$ cat src/rtl/pipe_pkg.sv
// Shared types and constants for the RV32 pipeline stages.
package pipe_pkg;

  localparam int XLEN       = 32;
  localparam int REG_ADDR_W = 5;

  // ALU operation codes as decoded into alu_control
  typedef enum logic [2:0] {
    ALU_ADD = 3'b000,
    ALU_SUB = 3'b001,
    ALU_AND = 3'b010,
    ALU_OR  = 3'b011,
    ALU_XOR = 3'b100,
    ALU_SLT = 3'b101,
    ALU_SLL = 3'b110,
    ALU_SRL = 3'b111
  } alu_op_t;

  // Conditional branch kind
  typedef enum logic [1:0] {
    BR_NONE = 2'b00,
    BR_EQ   = 2'b01,
    BR_NE   = 2'b10,
    BR_LT   = 2'b11
  } branch_t;

  // Writeback result source
  typedef enum logic [1:0] {
    RES_ALU = 2'b00,
    RES_MEM = 2'b01,
    RES_PC4 = 2'b10
  } result_src_t;

  // Operand forwarding select; the reserved code behaves like FWD_RF
  typedef enum logic [1:0] {
    FWD_RF  = 2'b00,
    FWD_W   = 2'b01,
    FWD_M   = 2'b10,
    FWD_RSV = 2'b11
  } fwd_sel_t;

endpackage

$ cat src/rtl/alu.sv
// Combinational integer ALU for the execute stage.
module alu
  import pipe_pkg::*;
#(
  parameter int W = pipe_pkg::XLEN
) (
  input  logic [W-1:0] a,
  input  logic [W-1:0] b,
  input  alu_op_t      op,
  output logic [W-1:0] result
);

  localparam int SHW = $clog2(W);

  logic [SHW-1:0] shamt;
  logic           lt;

  // Only the low log2(W) bits of b form the shift amount
  assign shamt = b[SHW-1:0];
  assign lt    = $signed(a) < $signed(b);

  // Select the operation; arithmetic wraps naturally at W bits
  always_comb begin
    result = '0;
    case (op)
      ALU_ADD: result = a + b;
      ALU_SUB: result = a - b;
      ALU_AND: result = a & b;
      ALU_OR:  result = a | b;
      ALU_XOR: result = a ^ b;
      ALU_SLT: result = {{(W-1){1'b0}}, lt};
      ALU_SLL: result = a << shamt;
      ALU_SRL: result = a >> shamt;
      default: result = '0;
    endcase
  end

endmodule

$ cat src/rtl/execute_stage.sv
// Execute stage: forwarding, ALU, branch resolution, EX/MEM register.
module execute_stage
  import pipe_pkg::*;
#(
  parameter int XLEN       = pipe_pkg::XLEN,
  parameter int REG_ADDR_W = pipe_pkg::REG_ADDR_W
) (
  input  logic                  clk,
  input  logic                  rst,
  input  logic                  stall_m,
  input  logic                  flush_m,
  input  logic                  reg_write_e,
  input  logic [1:0]            result_src_e,
  input  logic                  mem_write_e,
  input  logic                  jump_e,
  input  logic [1:0]            branch_e,
  input  logic [2:0]            alu_control_e,
  input  logic                  alu_src_e,
  input  logic [XLEN-1:0]       rd1_e,
  input  logic [XLEN-1:0]       rd2_e,
  input  logic [XLEN-1:0]       pc_e,
  input  logic [XLEN-1:0]       imm_ext_e,
  input  logic [XLEN-1:0]       pc_plus4_e,
  input  logic [REG_ADDR_W-1:0] rd_e,
  input  logic [1:0]            forward_a_e,
  input  logic [1:0]            forward_b_e,
  input  logic [XLEN-1:0]       result_w,
  output logic                  pc_src_e,
  output logic [XLEN-1:0]       pc_target_e,
  output logic                  reg_write_m,
  output logic                  mem_write_m,
  output logic [1:0]            result_src_m,
  output logic [XLEN-1:0]       alu_result_m,
  output logic [XLEN-1:0]       write_data_m,
  output logic [XLEN-1:0]       pc_plus4_m,
  output logic [REG_ADDR_W-1:0] rd_m
);

  logic [XLEN-1:0] src_a;
  logic [XLEN-1:0] fwd_b;
  logic [XLEN-1:0] src_b;
  logic [XLEN-1:0] alu_result;
  logic            eq;
  logic            lt;
  logic            taken;

  // A-operand forwarding; the MEM leg feeds back this block's own register
  always_comb begin
    src_a = rd1_e;
    case (fwd_sel_t'(forward_a_e))
      FWD_W:   src_a = result_w;
      FWD_M:   src_a = alu_result_m;
      default: src_a = rd1_e;
    endcase
  end

  // B-operand forwarding; this value is also the store data
  always_comb begin
    fwd_b = rd2_e;
    case (fwd_sel_t'(forward_b_e))
      FWD_W:   fwd_b = result_w;
      FWD_M:   fwd_b = alu_result_m;
      default: fwd_b = rd2_e;
    endcase
  end

  assign src_b = alu_src_e ? imm_ext_e : fwd_b;

  alu #(.W(XLEN)) u_alu (
    .a      (src_a),
    .b      (src_b),
    .op     (alu_op_t'(alu_control_e)),
    .result (alu_result)
  );

  // Branch compare always uses the register operands, never the immediate
  assign eq = (src_a == fwd_b);
  assign lt = $signed(src_a) < $signed(fwd_b);

  // Resolve the branch condition from the decoded branch kind
  always_comb begin
    taken = 1'b0;
    case (branch_t'(branch_e))
      BR_EQ:   taken = eq;
      BR_NE:   taken = !eq;
      BR_LT:   taken = lt;
      default: taken = 1'b0;
    endcase
  end

  // Redirect is combinational so fetch can react in the same cycle
  assign pc_src_e    = jump_e | taken;
  assign pc_target_e = pc_e + imm_ext_e;

  // EX/MEM register: reset and flush both insert a bubble, flush beats stall
  always_ff @(posedge clk) begin
    if (rst || flush_m) begin
      reg_write_m  <= 1'b0;
      mem_write_m  <= 1'b0;
      result_src_m <= '0;
      alu_result_m <= '0;
      write_data_m <= '0;
      pc_plus4_m   <= '0;
      rd_m         <= '0;
    end else if (!stall_m) begin
      reg_write_m  <= reg_write_e;
      mem_write_m  <= mem_write_e;
      result_src_m <= result_src_e;
      alu_result_m <= alu_result;
      write_data_m <= fwd_b;
      pc_plus4_m   <= pc_plus4_e;
      rd_m         <= rd_e;
    end
  end

endmodule

$ cat config.mk
export PLATFORM = sky130hd
export DESIGN_NAME = execute_stage
export DESIGN_NICKNAME = d
export VERILOG_FILES = /design/src/rtl/pipe_pkg.sv /design/src/rtl/alu.sv /design/src/rtl/execute_stage.sv
export SDC_FILE = /design/constraint.sdc
export NUM_CORES = 1
export LEC_CHECK = 0
export CAP_MARGIN = 30
export CORE_MARGIN = 3
export CORE_UTILIZATION = 44
export CTS_BUF_LIST = sky130_fd_sc_hd__clkbuf_4
export CTS_CLUSTER_DIAMETER = 60
export DETAILED_ROUTE_END_ITERATION = 8
export GPL_TIMING_DRIVEN = 0
export PLACE_DENSITY = 0.79
export SLEW_MARGIN = 20
export SYNTH_ARGS = -nofsm -noshare
export SYNTH_HDL_FRONTEND = slang
export SYNTH_HIERARCHICAL = 1
export SYNTH_SLANG_ARGS = --single-unit
export TNS_END_PERCENT = 100
$ cat constraint.sdc
create_clock -name clk -period 5.6 [get_ports clk]
set_input_delay 0.56 -clock clk [delete_from_list [all_inputs] [get_ports clk]]
set_output_delay 0.56 -clock clk [all_outputs]
set_load 0.1 [all_outputs]
==> results of run 1 <==
[stage by stage]
stage / worst slack [ns] / util / cells
2_1_floorplan: 0.271 / - / 2238
3_3_place_gp: -3.22 / 0.564 / 3042
3_5_place_dp: -2.90 / 0.571 / 3066
4_1_cts: 0.00484 / 0.582 / 3083
5_1_grt: -0.0248 / 0.588 / 3092
6_report: -0.0745 / 0.588 / 3093
[logic make-up after synthesis]
kind of cell,share of synthesized area
AOI/OAI and AO/OA,0.340
muxes,0.100
xor gates and xnor gates,0.0210
buffers and inverters,0.0727
and+or+nand+nor,0.193
adders and majority gates,0.137
DFF,0.136
[final timing paths]
check,from,endpoint,slack [ns],cells after the start
setup / recovery,forward_b_e[0],alu_result_m[12],-0.07,18
hold / removal,write_data_m[19],write_data_m[19],0.52,2
setup reg to reg,alu_result_m[1],alu_result_m[25],0.38,22
hold reg to reg,write_data_m[19],write_data_m[19],0.52,2
[final cells by class]
cell class,instances,area share
antenna,3,0.000369
buffer,158,0.0357
clock buffer,9,0.00332
clock inverter,7,0.00449
inverter,127,0.0239
multi-input combinational,1845,0.613
sequential,105,0.103
tap,455,0.0280
timing repair buffer,384,0.188
[where the power goes]
part           total, mW  internal (mW)  leakage (nW)  switching [mW]
clock              0.457          0.113        0.0830           0.344
sequential         0.812          0.778         0.854          0.0331
combinational       3.53           1.06          7.60            2.46
total               4.80           1.96          8.54            2.84
[cells in the final DEF (no fill, tap or decap), types with 25 or more instances in the layout]
master           instances
nand3_1                 26
nor3_1                  30
ha_1                   162
clkbuf_1                84
buf_4                   27
a21oi_1                240
clkdlybuf4s50_1        347
mux2i_1                123
o21ai_0                142
nor2_1                 376
a211oi_1                25
dfxtp_1                105
o21ai_1                 36
a22oi_1                 72
nand2_1                159
inv_1                  124
a21o_1                  48
buf_2                   28
xnor2_1                 27
[state kept, by name (all words and copies together), names as in the netlist]
name / flops
alu_result_m: 32
mem_write_m: 1
pc_plus4_m: 32
rd_m: 5
reg_write_m: 1
result_src_m: 2
write_data_m: 32
[critical path, stage by stage]
cell and delay (ns):
clkdlybuf4s50_1 0.49, inv_1 0.08, ha_4 0.35, buf_2 0.32, a21oi_2 0.15, o21ai_0 0.19, clkbuf_4 0.27, clkbuf_1 0.51
clkbuf_2 0.41, buf_1 0.48, clkbuf_1 0.53, o22ai_1 0.36, o21ai_0 0.34, nor2_1 0.08, a21oi_1 0.47, o211ai_1 0.27
mux2i_1 0.19, nor2_1 0.05
[routing by layer]
metal	vias to the layer above	part of all wire
met5	-	0.00014
met4	2	0.099
met3	607	0.13
met2	1952	0.43
met1	9698	0.34
li1	8909	-
[timing repair]
action | in CTS | in global routing
cloned | 0 | 0
endpoints found under the setup margin | 33 | 29
buffers inserted | 3 | 5
pin swaps | 3 | 4
gates resized for setup | 67 | 65
==> impl_metrics.json, run 1 <==
{
  "yosysMostFrequentCell": "nor2_1",
  "synth_ff_type": "dfxtp_1",
  "io_pins": 354,
  "die_area_um2": 37400,
  "cts_tree": "built",
  "grt_pass1_wl_um": 136000,
  "fin_nets": 3013,
  "top_usage_layer": "met2",
  "async_reset_ff_frac": 0,
  "drt_iter0_markers": 2994,
  "p_leak_nw": 8.54,
  "drv_cap": 0,
  "synth_area_um2": 15500,
  "post_drt_wl_per_cell_um": 31.1,
  "synth_commonest_cells": "nor2_1, a21oi_1, o21ai_0",
  "synthToLayoutAreaGrowth_pct": 31.7,
  "fin_crit_sh": 1.01,
  "stdcell_area_um2": 20400,
  "finalWirelength_um": 96100,
  "floorplan.initialDensity": 0.446,
  "clockBufferDepth": 2,
  "max_slew_margin": 0.225,
  "worst-endpoint-required_ns": 6.03,
  "power.density_nw_per_um2": 236,
  "crit_path_start_kind": "primary input",
  "met3_usage": 0.158,
  "synth_cell_types": 91,
  "synth-seq-cells": 105,
  "min_period_ns": 5.67,
  "met1_usage": 0.531,
  "grt_remaining_overflow": 0,
  "multiInputGateArea_um2": 12500,
  "vias_per_cell": 6.84,
  "core_area_um2": 34600,
  "htreeDepth": 3,
  "dr.pass1.iters": 9,
  "crit_fanout": 10,
  "grt_pass1_vias": 20800,
  "syn_inst": 2238,
  "die_w_um": 193,
  "dr_total_vias": 21200,
  "fill_cells": 3164,
  "use_met2": 0.761,
  "whs_ns": 0.524,
  "clock-root-buffer": "clkbuf_4",
  "clock-sinks": 105,
  "place_congestion": 1.11,
  "finalSetupTns_ns": -0.136,
  "finalHoldViolCount": 0,
  "power_mw": 4.80,
  "seqCellArea_um2": 2100,
  "violations": "DRC, setup timing",
  "yosysWarnings": 6,
  "fmax_mhz": 176,
  "postCtsHoldBufs": 0,
  "setup.worst_path.end_class": "register",
  "tightest_slew_ns": 1.16,
  "grt_max_degree": 23,
  "setup_viol": 2,
  "arrival_ns": 6.10,
  "clock_latency_ns": 0.57,
  "slew_violations": 0,
  "rows": 68,
  "syn_nets": 2621,
  "place_area_um2": 19800,
  "portBuffers": 349,
  "cts_buffers": 9,
  "drive_gt1_frac": 0.0782,
  "synth_top_cell_by_area": "dfxtp_1",
  "grt_usage": 0.481,
  "hold_path_class": "reg2reg",
  "ys_seq_area_frac": 0.136,
  "status": "complete, but fails checks",
  "ir_worst_vdd_mv": 0.196,
  "yosysTopAreaCellShare": 0.136,
  "clock_skew_ns": 0.0324,
  "avgSynthCellArea_um2": 6.91,
  "setup_ws_ns": -0.0745,
  "clk_pin_slew_ns": 0.18,
  "antenna_found_initial": 4,
  "worstSetupPathType": "in2reg",
  "hpwlAfterDp_um": 78100,
  "ant_nets": 0,
  "drc": 2,
  "die_h_um": 193,
  "synth.area.top_cells": "dfxtp_1, ha_1, nor2_1, a21oi_1, mux2i_1",
  "synth-edff-count": 0
}
Power figures use the tool's default switching activity.
==> run 2, diff against run 1 <==
ABC_AREA = 1   (was default)
PLACE_DENSITY = 0.78   (was 0.79)
==> run 2 against run 1 <==
  * The run ends with DRC left
  * Clock power decreased by 5.0%
  * Critical path type unchanged
  * Critical endpoint is now alu_result_m[26]
  * Highest routed layer unchanged
  * Synthesized cell count is 39% higher
  * Global-route usage fell by 0.76 points
  * Clock-buffer cell count increased by 1
  * Sequential power barely moved
  * Sequential cell count is the same
  * Largest cell class unchanged
  * Routed wire length grew 7.0%
  * Largest power group unchanged
  * Synthesized area grew 12%
==> impl_metrics.json, run 2 <==
{
  "arrival_ns": 6.00,
  "async_reset_ff_frac": 0,
  "grt_remaining_overflow": 0,
  "yosysMostFrequentCell": "nand2_1",
  "yosysWarnings": 6,
  "portBuffers": 350,
  "fmax_mhz": 181,
  "setup_viol": 0,
  "finalHoldViolCount": 0,
  "top_regs": "alu_result_m x32, pc_plus4_m x32, write_data_m x32",
  "p_leak_nw": 10.7,
  "synthToLayoutAreaGrowth_pct": 27.6,
  "final_cell_mix": "nand2_1, nand3_1, inv_1, clkdlybuf4s50_1",
  "grt_pass1_vias": 23000,
  "min_period_ns": 5.53,
  "synth_commonest_cells": "nand2_1, nand3_1, inv_1",
  "cts_buffers": 9,
  "place_congestion": 1.15,
  "clockBufferDepth": 2,
  "drive_gt1_frac": 0.0499,
  "io_pins": 354,
  "dp.cells": 3998,
  "setup.worst_path.end_class": "register",
  "switching_share": 0.618,
  "finalWirelength_um": 103000,
  "hpwlAfterDp_um": 86500,
  "vias_per_cell": 6.09,
  "clock_skew_ns": 0.0548,
  "drc": 2,
  "die_w_um": 204,
  "synth_cell_types": 54,
  "grt_pass1_wl_um": 147000,
  "floorplan.initialDensity": 0.452,
  "p_clk_frac": 0.084,
  "crit_path_start_kind": "primary input",
  "worst-endpoint-required_ns": 6.08,
  "max_slew_margin": 0.239,
  "core_area_um2": 38200,
  "clock-sinks": 105,
  "ir_worst_vdd_mv": 0.236,
  "pwr-share-seq": 0.156,
  "tightest_slew_ns": 1.13,
  "multiInputGateArea_um2": 13000,
  "die_h_um": 204,
  "crit_fanout": 10,
  "synth-seq-cells": 105,
  "dr_total_vias": 24500,
  "hold_path_class": "reg2reg",
  "rows": 71,
  "avgSynthCellArea_um2": 5.53,
  "clk_pin_slew_ns": 0.20,
  "ys_seq_area_frac": 0.122,
  "fin_crit_sh": 0.987,
  "grt_max_degree": 20,
  "power.density_nw_per_um2": 236,
  "antenna_found_initial": 5,
  "worstSetupPathType": "in2reg",
  "drv_cap": 0,
  "synth_ff_type": "dfxtp_1",
  "synth_area_um2": 17300,
  "fin_nets": 3887,
  "syn_nets": 3505,
  "violations": "DRC",
  "postCtsHoldBufs": 0,
  "post_drt_wl_per_cell_um": 25.5,
  "synth.area.top_cells": "nand2_1, nand3_1, dfxtp_1, ha_1, inv_1",
  "clock_latency_ns": 0.55,
  "cts_tree": "built",
  "comb_power_share": 0.761,
  "internal_power_mw": 1.99,
  "synth_top_cell_by_area": "nand2_1",
  "syn_inst": 3122,
  "htreeDepth": 3,
  "final_core_util": 0.577,
  "seqCellArea_um2": 2100,
  "fin_cells": 4024,
  "status": "complete, but fails checks",
  "critPathMaxStageDelay_ns": 0.96,
  "slew_violations": 0,
  "crit_path_cell_trace": "clkdlybuf4s50_1 -> inv_1 -> ha_1 -> inv_2 -> clkbuf_1 -> o21ai_1 -> o21ai_0 -> inv_1 -> ha_1 -> buf_2 -> nand2_1 -> nor2_1 -> nand2_1 -> a21oi_1 -> nor2_1 -> nand3_1 -> nand3_1 -> nand3_1 -> nand2_1 -> a21oi_1",
  "synth-edff-count": 0,
  "grt_usage": 0.473,
  "grt_setup_unrepaired": "false",
  "die_area_um2": 41700,
  "mostFrequentLayoutCell": "nand2_1",
  "ant_nets": 0,
  "clock-root-buffer": "clkbuf_4",
  "yosysTopAreaCellShare": 0.200,
  "dr.pass1.iters": 9,
  "crit_slowest_cell": "o21ai_0",
  "drt_iter0_markers": 3494,
  "p_sw_mw": 3.21,
  "fill_cells": 3947
}
## run 2: power groups by stage
stage | sequential (mW) | clock [mW] | combinational [mW]
floorplan | 1.04 | 0 | 2.25
global placement | 0.821 | 0 | 3.72
detailed placement | 0.822 | 0 | 3.76
CTS | 0.806 | 0.424 | 3.78
global route | 0.811 | 0.446 | 4.17
finish | 0.809 | 0.434 | 3.95
## run 2: layer usage
metal / vias to the layer above / GRT usage / wire length (um)
li1: 11100 / - / -
met1: 10900 / 0.549 / 35800
met2: 1957 / 0.729 / 43300
met3: 512 / 0.143 / 13700
met4: 2 / 0.364 / 10000
met5: - / 0 / 18
## run 2: critical path: cells and delay by family
| kind | cells | cell delay, ns |
|---|---|---|
| fa+ha+maj | 2 | 0.64 |
| compound gates | 4 | 1.79 |
| buf+inv | 6 | 1.80 |
| simple gates | 8 | 1.18 |
## run 2: stage by stage
step           power (mW)  hold slack, ns  worst slack (ns)  cell area (um^2)  setup TNS (ns)
2_1_floorplan        3.29           0.705              1.64             17300               0
3_3_place_gp         4.54           0.451             -1.02             21400          -14.82
3_5_place_dp         4.58           0.454            -0.950             21800          -13.42
4_1_cts              5.01           0.477          0.000297             21900               0
5_1_grt              5.43           0.494           0.00852             22000               0
6_report             5.19           0.479            0.0735             22000               0
## run 2: layout make-up
| cell class | count | share of cell area |
|---|---|---|
| Multi-Input combinational cell | 2461 | 0.589 |
| Timing Repair Buffer | 371 | 0.179 |
| Sequential cell | 105 | 0.0954 |
| Inverter | 400 | 0.0683 |
| Buffer | 156 | 0.0328 |
| Tap cell | 511 | 0.0290 |
| Clock buffer | 10 | 0.00341 |
| Clock inverter | 6 | 0.00278 |
| Antenna cell | 4 | 0.000454 |
## run 2: cell families (layout without fill, tap and decap cells)
kind of cell    after synthesis  count (layout)  synth area share
flops                       105             105             0.122
simple gates               1696            1696             0.415
xor+xnor                     31              31            0.0157
buf+inv                     556             943             0.128
compound gates              567             567             0.197
fa+ha+maj                   167             167             0.122
other cells                   0               4                 0
## run 2: timing repair
item / in CTS / in global routing
resized for setup: 8 / 14
setup buffers: 0 / 1
endpoints found under the setup margin: 8 / 19
pin swaps: 0 / 1
## run 2: path summary, 6_finish.rpt
kind,from,to,slack [ns],cells past startpoint
worst max-delay path,forward_b_e[0],alu_result_m[26],0.07,20
worst max register to register,alu_result_m[1],alu_result_m[28],1.19,21
worst min-delay path,pc_plus4_m[29],pc_plus4_m[29],0.48,2
worst min register to register,pc_plus4_m[29],pc_plus4_m[29],0.48,2
